File: src/rtl/uart_ctrl_pkg.sv
// ============================================================================
// Module   : uart_ctrl_pkg
// Brief    : Shared types and constants for the UART control blocks.
// Revision : 1.0 - initial release
// ============================================================================
`default_nettype none

package uart_ctrl_pkg;

    localparam int c_byte_w                = 8;
    localparam int c_default_start_timeout = 4096;

    typedef enum logic [1:0] {
        IDLE       = 2'd0,
        LAUNCH     = 2'd1,
        WAIT_START = 2'd2,
        WAIT_DONE  = 2'd3
    } tx_arb_state_e;

endpackage

`default_nettype wire

File: src/rtl/rr_arbiter.sv
// ============================================================================
// Module   : rr_arbiter
// Brief    : Round-robin picker; pointer holds the last granted index.
// Revision : 1.0 - initial release
// ============================================================================
`default_nettype none

module rr_arbiter #(
    parameter int NREQ = 2
) (
    input  logic                    clk,
    input  logic                    rst_n,
    input  logic [NREQ-1:0]         req,
    input  logic                    advance,
    output logic [NREQ-1:0]         gnt,
    output logic [$clog2(NREQ)-1:0] gnt_idx
);

    localparam int c_idx_w = $clog2(NREQ);

    logic [c_idx_w-1:0] ptr_q;
    logic [c_idx_w-1:0] ptr_d;
    logic [c_idx_w-1:0] w_idx;
    logic [c_idx_w-1:0] w_cand;
    logic [NREQ-1:0]    w_gnt;
    logic               w_found;

    // Search begins just after the last winner, so it is lowest priority next time.
    always_comb begin
        w_gnt   = '0;
        w_idx   = ptr_q;
        w_cand  = ptr_q;
        w_found = 1'b0;
        for (int i = 1; i <= NREQ; i++) begin
            w_cand = c_idx_w'((int'(ptr_q) + i) % NREQ);
            if (!w_found && req[w_cand]) begin
                w_found = 1'b1;
                w_idx   = w_cand;
            end
        end
        if (w_found) begin
            w_gnt[w_idx] = 1'b1;
        end
    end

    always_comb begin
        ptr_d = ptr_q;
        if (advance && w_found) begin
            ptr_d = w_idx;
        end
    end

    always_ff @(posedge clk or negedge rst_n) begin
        if (!rst_n) begin
            ptr_q <= c_idx_w'(NREQ - 1);
        end else begin
            ptr_q <= ptr_d;
        end
    end

    assign gnt     = w_gnt;
    assign gnt_idx = w_idx;

endmodule

`default_nettype wire

File: src/rtl/uart_tx_arbiter.sv
// ============================================================================
// Module   : uart_tx_arbiter
// Brief    : Shares one UART sender between NREQ byte requesters (round-robin).
// Revision : 1.0 - initial release
// ============================================================================
`default_nettype none

module uart_tx_arbiter
    import uart_ctrl_pkg::*;
#(
    parameter int NREQ          = 2,
    parameter int START_TIMEOUT = c_default_start_timeout
) (
    input  logic                     sysclk,
    input  logic                     rst_n,
    input  logic [NREQ-1:0]          req,
    input  logic [NREQ*c_byte_w-1:0] req_data,
    output logic [NREQ-1:0]          ack,
    output logic [NREQ-1:0]          err,
    output logic [NREQ-1:0]          grant,
    output logic [c_byte_w-1:0]      tx_data,
    output logic                     tx_trigger,
    output logic                     tx_enable,
    input  logic                     tx_state
);

    localparam int c_cnt_w = $clog2(START_TIMEOUT) + 1;
    localparam int c_idx_w = $clog2(NREQ);

    tx_arb_state_e       state_q, state_d;
    logic [NREQ-1:0]     grant_q, grant_d;
    logic [NREQ-1:0]     ack_q, ack_d;
    logic [NREQ-1:0]     err_q, err_d;
    logic [c_byte_w-1:0] tx_data_q, tx_data_d;
    logic                trig_q, trig_d;
    logic                enable_q;
    logic [c_cnt_w-1:0]  cnt_q, cnt_d;
    logic                sync1_q, sync2_q;

    logic [NREQ-1:0]     w_arb_gnt;
    logic [c_idx_w-1:0]  w_arb_idx;
    logic                w_advance;
    logic [c_byte_w-1:0] w_req_bytes [NREQ];

    for (genvar gi = 0; gi < NREQ; gi++) begin : g_req_bytes
        assign w_req_bytes[gi] = req_data[gi*c_byte_w +: c_byte_w];
    end

    assign w_advance = (state_q == IDLE) && (|req);

    rr_arbiter #(
        .NREQ (NREQ)
    ) u_rr_arbiter (
        .clk     (sysclk),
        .rst_n   (rst_n),
        .req     (req),
        .advance (w_advance),
        .gnt     (w_arb_gnt),
        .gnt_idx (w_arb_idx)
    );

    always_comb begin
        state_d   = state_q;
        grant_d   = grant_q;
        ack_d     = '0;
        err_d     = '0;
        tx_data_d = tx_data_q;
        trig_d    = trig_q;
        cnt_d     = cnt_q;
        unique case (state_q)
            IDLE: begin
                if (w_advance) begin
                    grant_d   = w_arb_gnt;
                    tx_data_d = w_req_bytes[w_arb_idx];
                    state_d   = LAUNCH;
                end
            end
            LAUNCH: begin
                trig_d  = ~trig_q;
                cnt_d   = '0;
                state_d = WAIT_START;
            end
            WAIT_START: begin
                // A sender that is still busy from earlier traffic exits here at once.
                if (sync2_q) begin
                    state_d = WAIT_DONE;
                end else if (cnt_q == c_cnt_w'(START_TIMEOUT - 1)) begin
                    err_d   = grant_q;
                    grant_d = '0;
                    state_d = IDLE;
                end else begin
                    cnt_d = cnt_q + c_cnt_w'(1);
                end
            end
            WAIT_DONE: begin
                if (!sync2_q) begin
                    ack_d   = grant_q;
                    grant_d = '0;
                    state_d = IDLE;
                end
            end
            default: state_d = IDLE;
        endcase
    end

    always_ff @(posedge sysclk or negedge rst_n) begin
        if (!rst_n) begin
            state_q   <= IDLE;
            grant_q   <= '0;
            ack_q     <= '0;
            err_q     <= '0;
            tx_data_q <= '0;
            trig_q    <= 1'b0;
            enable_q  <= 1'b0;
            cnt_q     <= '0;
            sync1_q   <= 1'b0;
            sync2_q   <= 1'b0;
        end else begin
            state_q   <= state_d;
            grant_q   <= grant_d;
            ack_q     <= ack_d;
            err_q     <= err_d;
            tx_data_q <= tx_data_d;
            trig_q    <= trig_d;
            enable_q  <= 1'b1;
            cnt_q     <= cnt_d;
            sync1_q   <= tx_state;
            sync2_q   <= sync1_q;
        end
    end

    assign grant      = grant_q;
    assign ack        = ack_q;
    assign err        = err_q;
    assign tx_data    = tx_data_q;
    assign tx_trigger = trig_q;
    assign tx_enable  = enable_q;

endmodule

`default_nettype wire

File: config.mk
export PLATFORM = sky130hd
export DESIGN_NAME = uart_tx_arbiter
export DESIGN_NICKNAME = d
export VERILOG_FILES = /design/src/rtl/uart_ctrl_pkg.sv /design/src/rtl/rr_arbiter.sv /design/src/rtl/uart_tx_arbiter.sv
export SDC_FILE = /design/constraint.sdc
export NUM_CORES = 1
export LEC_CHECK = 0
export CAP_MARGIN = 10
export CORE_MARGIN = 4
export CORE_UTILIZATION = 50
export DETAILED_ROUTE_END_ITERATION = 7
export PLACE_DENSITY = 0.83
export SYNTH_ARGS = -nofsm -noshare
export SYNTH_HDL_FRONTEND = slang
export SYNTH_SLANG_ARGS = --single-unit
export TNS_END_PERCENT = 5
File: constraint.sdc
create_clock -name sysclk -period 3.2 [get_ports sysclk]
set_input_delay 0.32 -clock sysclk [delete_from_list [all_inputs] [get_ports sysclk]]
set_output_delay 0.32 -clock sysclk [all_outputs]
set_load 0.01 [all_outputs]
Yosys cells after proc, flatten, opt, wreduce, memory -nomap -nowiden
Cells that the tools add are included.
{ "totals": {"in_bits": 21, "wordCells": 74, "reg_bits": 34, "output_inout_bits": 16} }
{ "classes": {"n_eq_ne": 10, "n_mux": 30, "n_addsub": 3, "n_lt_le_gt_ge": 5, "bitwise_logic": 2, "n_reduce_logical": 13} }
{ "ops": {"columns": ["operator", "n"], "rows": [
  ["$mux W13", 2],
  ["$pmux W13 S2", 1],
  ["$mux W2", 12],
  ["$mux W8", 3],
  ["$add A13 B1 Y13 const B", 1],
  ["$eq A13 B12 Y1 const B", 1],
  ["$mux W1", 9],
  ["$ne A2 B2 Y1 const B", 4],
  ["$pmux W2 S4", 1],
  ["$lt A1 B2 Y1 const B", 3],
  ["$pmux W2 S3", 1],
  ["$reduce_and A3 Y1", 2],
  ["$reduce_and A5 Y1", 1],
  ["$eq A2 B2 Y1 const B", 2],
  ["$logic_and A1 B1 Y1", 4],
  ["$ne A3 B3 Y1 const B", 1],
  ["$reduce_bool A3 Y1", 1],
  ["$add A1 B1 Y1 const B", 2],
  ["$eq A2 B1 Y1 const B", 1],
  ["$ge A2 B2 Y1 const B", 1],
  ["$logic_not A2 Y1", 1],
  ["$ne A2 B1 Y1 const B", 1],
  ["$not A1 Y2", 1],
  ["$reduce_and A2 Y1", 1],
  ["other kinds (6)", 6]
]} }

Longest topological paths before layout
{ "logic_depth": {"ltp_word": 14, "mapped_depth": 8, "depth_no_buf": 6} }

Modules after synthesis
A second synthesis with hierarchy kept.
{ "hier_totals": {"cells_unflattened": 164, "hier_area_um2": 1729.2} }
{ "by_module_without_submodules": {"columns": ["mod", "cells_per_inst", "area_per_inst_um2", "seq_area_each_um2", "instances"], "rows": [
  ["uart_tx_arbiter", 156, 1662.8, 825.8, 1],
  ["rr_arbiter", 8, 66.3, 26.3, 1]
]} }

Least setup slack after synthesis
Ideal clock, no wire load.
{ "synth_timing": {"path_type": "register to register", "startpoint": "register state_q[0]", "endpoint": "register cnt_q[10]", "synth_period_minus_slack_ns": 1.780, "arrival_time_ns": 1.656, "required_ns": 3.076, "path_buffers": 1, "setup_time_ns": 0.124, "path_stages_with_launch": 7, "setup_slack_ns": 1.420, "path_cell_list": "dfrtp_1 inv_1 ha_1 buf_6 or2b_2 a22o_2 a211o_1"} }
{ "synth_between": {"elab_chain_cells": 3, "word_cells_on_any_way": 7, "cone_classes": "eq/ne: 4; mux: 1; reduce/logical: 2"} }
{ "synth_rtl": {"columns": ["element", "line_no", "rtl"], "rows": [
  ["start, declared", "uart_tx_arbiter.sv:30", "tx_arb_state_e state_q, state_d;"],
  ["start signal, assigned", "uart_tx_arbiter.sv:119", "state_q <= state_d;"],
  ["$eq A2 B2 Y1 / $eq A2 B1 Y1 (equally long branches)", "uart_tx_arbiter.sv:70", "unique case (state_q)"],
  ["$ne A2 B2 Y1 (no line) / $reduce_bool A2 Y1 (equally long branches)", null, null],
  ["$reduce_and A3 Y1 (no line)", null, null],
  ["end signal, assigned", "uart_tx_arbiter.sv:126", "cnt_q <= cnt_d;"],
  ["end, declared", "uart_tx_arbiter.sv:37", "logic [c_cnt_w-1:0] cnt_q, cnt_d;"]
]} }
Several ways; a longest one is shown, not always the timed one.
A chain may end at the register's enable or synchronous reset.

Final worst setup path
Same ends and word-level chain as after synthesis.

==> flow_metrics.tcl <==
set metrics [dict create \
    ioPinCount 37 \
    fin_skew_ps 11.21 \
    final_cells 242 \
    fp.dieH_um 66.47 \
    synth_seq_cells 34 \
    drt_wl_total_um 3682 \
    clockBufferDepth 2 \
    slowest_stage "ha_1" \
    track_usage 0.1905 \
    leakage_uw 0.0009650 \
    wire_per_inst_um 15.21 \
    dp_hpwl_um 2754 \
    crit_path_start_kind "register" \
    clock_sinks 34 \
    worstPathCellList "inv_1 -> ha_1 -> nand2b_1 -> a22o_2 -> a211o_1" \
    worst_slew_pin_slew_ps 576.0 \
    final_layout_size_suffix_gt1_frac 0.1061 \
    std_cell_rows 20 \
    cts_tree "built" \
    netlist-cell-type-count 45 \
    cts_hold_buf 0 \
    ctsResizeCount 0 \
    drtIter0Drc 121 \
    max_stage_delay_ps 540 \
    area.sequential_um2 852.1 \
    maxCapViolCount 0 \
    final_antenna_net_count 0 \
    path_clk_slew_ps 110 \
    grt_pass1_vias 1372 \
    synth_nets 182 \
    layout_common_cells "36 x clkdlybuf4s50_1, 33 x dfrtp_1, 19 x o21ai_0" \
    worstRegToRegCells 5 \
    synthCells 156 \
    syn2layout_area_growth_pct 27.60 \
    period_minus_slack_ps 2363 \
    setup_violations 0 \
    cts_made_buffers 5 \
    path_delay_family "compound AO/OA/AOI/OAI gates" \
    power.density_mw_per_mm2 703.7 \
    gp_routability_congestion 0.8100 \
    drc 0 \
    cp-end-kind "register" \
    dp_cells 234 \
    period_share 0.7383 \
    first_pass_iters 4 \
    maxSlewHeadroom 0.6159 \
    hold_path_class "input pin to async pin" \
    start_util 0.5421 \
    multi_input_comb_area_um2 812.0 \
    synth_edf_count 0 \
    vias_per_cell 5.657 \
    async_flop_share 1.000 \
    finalMaxSlewViolations 0 \
    overflow 0 \
    cp.required_ps 3430 \
    htreeDepth 2 \
    max_freq_mhz 423.2 \
    r2r-end "cnt_q[10]$_DFFE_PN0P_" \
    synth-main-ff-cell "dfrtp_1" \
    coreArea_mm2 0.003153 \
    arrival_ps 2600 \
    critical_path_class "register to register" \
    post_cts_buffers 0 \
    grt_pass1_wl_um 6313 \
    hold_viol 0 \
    worst-r2r-setup-slack_ps 840 \
    die_width_um 66.47 \
    dieArea_mm2 0.004418 \
    synth_area_mm2 0.001709 \
    dr_total_vias 1369 \
    path_max_fanout 19 \
    grt_max_degree 35 \
    antenna_found_initial 0 \
    port-buffer-count 36 \
    peakVddDrop_mv 0.4049 \
    fin_nets 223 \
    nFillCells 248 \
    fin_tns_setup_ps 0 \
    seq_area_frac_synth 0.4985 \
    critPathBufInv 1 \
    reg2reg_from "state_q[0]$_DFFE_PN0P_" \
    yosysWarningCount 0 \
    outcome "finished, final reports clean" \
    diodes 0 \
    clk-insertion-delay-late_ps 350 \
    mostFrequentLayoutCell "clkdlybuf4s50_1" \
    root_buffer "clkbuf_4" \
    syn_avg_cell_area_um2 10.96 \
    grt_setup_unrepaired "no" \
]
## worst max path at each step
| stage | to | slack, ps | cells after the start | from |
|---|---|---|---|---|
| 4_1_cts | cnt_q[10]$_DFFE_PN0P_ | 880 | 5 | state_q[0]$_DFFE_PN0P_ |
| 2_1_floorplan | cnt_q[10]$_DFFE_PN0P_ | 1420 | 6 | state_q[0]$_DFFE_PN0P_ |
| 3_5_place_dp | cnt_q[10]$_DFFE_PN0P_ | 890 | 5 | state_q[0]$_DFFE_PN0P_ |
| 5_1_grt | cnt_q[10]$_DFFE_PN0P_ | 670 | 5 | state_q[0]$_DFFE_PN0P_ |
| 3_3_place_gp | cnt_q[7]$_DFFE_PN0P_ | 1010 | 5 | state_q[0]$_DFFE_PN0P_ |
| 6_report | cnt_q[10]$_DFFE_PN0P_ | 840 | 5 | state_q[0]$_DFFE_PN0P_ |
## cells by family after synthesis
group / after synthesis / synth area share
XOR/XNOR: 1 / 0.005125
multiplexers: 9 / 0.05271
AND/OR/NAND/NOR: 47 / 0.1837
buffers and inverters: 10 / 0.02635
AO/OA/AOI/OAI: 49 / 0.1947
flip-flops: 34 / 0.4985
other: 1 / 0.002194
adder cells (fa/ha/maj): 5 / 0.03660
## worst register-to-register path, cell delays in order, from the launching register on
cell and delay, ps:
dfrtp_1 430, inv_1 120, ha_1 540, nand2b_1 460, a22o_2 410, a211o_1 300
## cell usage after synthesis, drive strengths merged (3+ instances only)
library cell | n | share of area
a31oi | 3 | 0.011
nor4 | 5 | 0.027
nand4 | 3 | 0.020
a21oi | 4 | 0.014
nand2b | 3 | 0.011
o41ai | 3 | 0.015
mux2i | 9 | 0.053
nand2 | 15 | 0.033
and3b | 3 | 0.015
o21ai | 21 | 0.064
inv | 6 | 0.013
and2 | 3 | 0.011
dfrtp | 33 | 0.48
clkbuf | 3 | 0.0066
ha | 5 | 0.037
a21o | 3 | 0.013
nor3 | 4 | 0.012
nand3 | 3 | 0.019
a211o | 3 | 0.015
## layout make-up
class,count,share of cell area
Multi-Input combinational cell,112,0.3723
Clock buffer,6,0.02352
Clock inverter,2,0.005737
Sequential cell,34,0.3907
Timing Repair Buffer,38,0.1721
Tap cell,44,0.02524
Inverter,6,0.01033
## power breakdown
group | internal [uW] | leakage, uW | switching (uW)
clock network | 106 | 0.0000343 | 151
registers | 542 | 0.000440 | 82.8
logic | 312 | 0.000491 | 341
total | 960 | 0.000965 | 575
## sequential cells by signal (all words and copies together), names as in the netlist
| register | flops |
|---|---|
| cnt_q | 13 |
| u_rr_arbiter.ptr_q | 1 |
| grant | 2 |
| tx_enable | 1 |
| state_q | 2 |
| err | 2 |
| tx_data | 8 |
| tx_trigger | 1 |
| ack | 2 |
| sync1_q | 1 |
| sync2_q | 1 |
## through the flow
step / power (uW) / utilization / area, um^2 / setup WS, ps / hold slack, ps
after CTS: 1549 / 0.6917 / 2181 / 876.2 / 371.3
after global routing: 1650 / 0.6917 / 2181 / 668.3 / 391.0
after detailed placement: 1289 / 0.6714 / 2117 / 893.4 / 343.3
after global placement: 1248 / 0.6714 / 2117 / 1014 / 333.5
after floorplan: 1003 / - / 1709 / 1420 / 24.41
final: 1535 / 0.6917 / 2181 / 837.3 / 360.8
## per-layer routing
| metal | vias up | wire, um | track usage | share of wire |
|---|---|---|---|---|
| met3 | 8 | 235 | 0.06577 | 0.064 |
| met4 | 0 | 41 | 0.05076 | 0.011 |
| met2 | 47 | 1806 | 0.3296 | 0.49 |
| met5 | - | 0 | 0 | 0 |
| met1 | 644 | 1598 | 0.2234 | 0.43 |
| li1 | 670 | - | - | - |
Note: power is estimated with default switching activity, not from simulation.
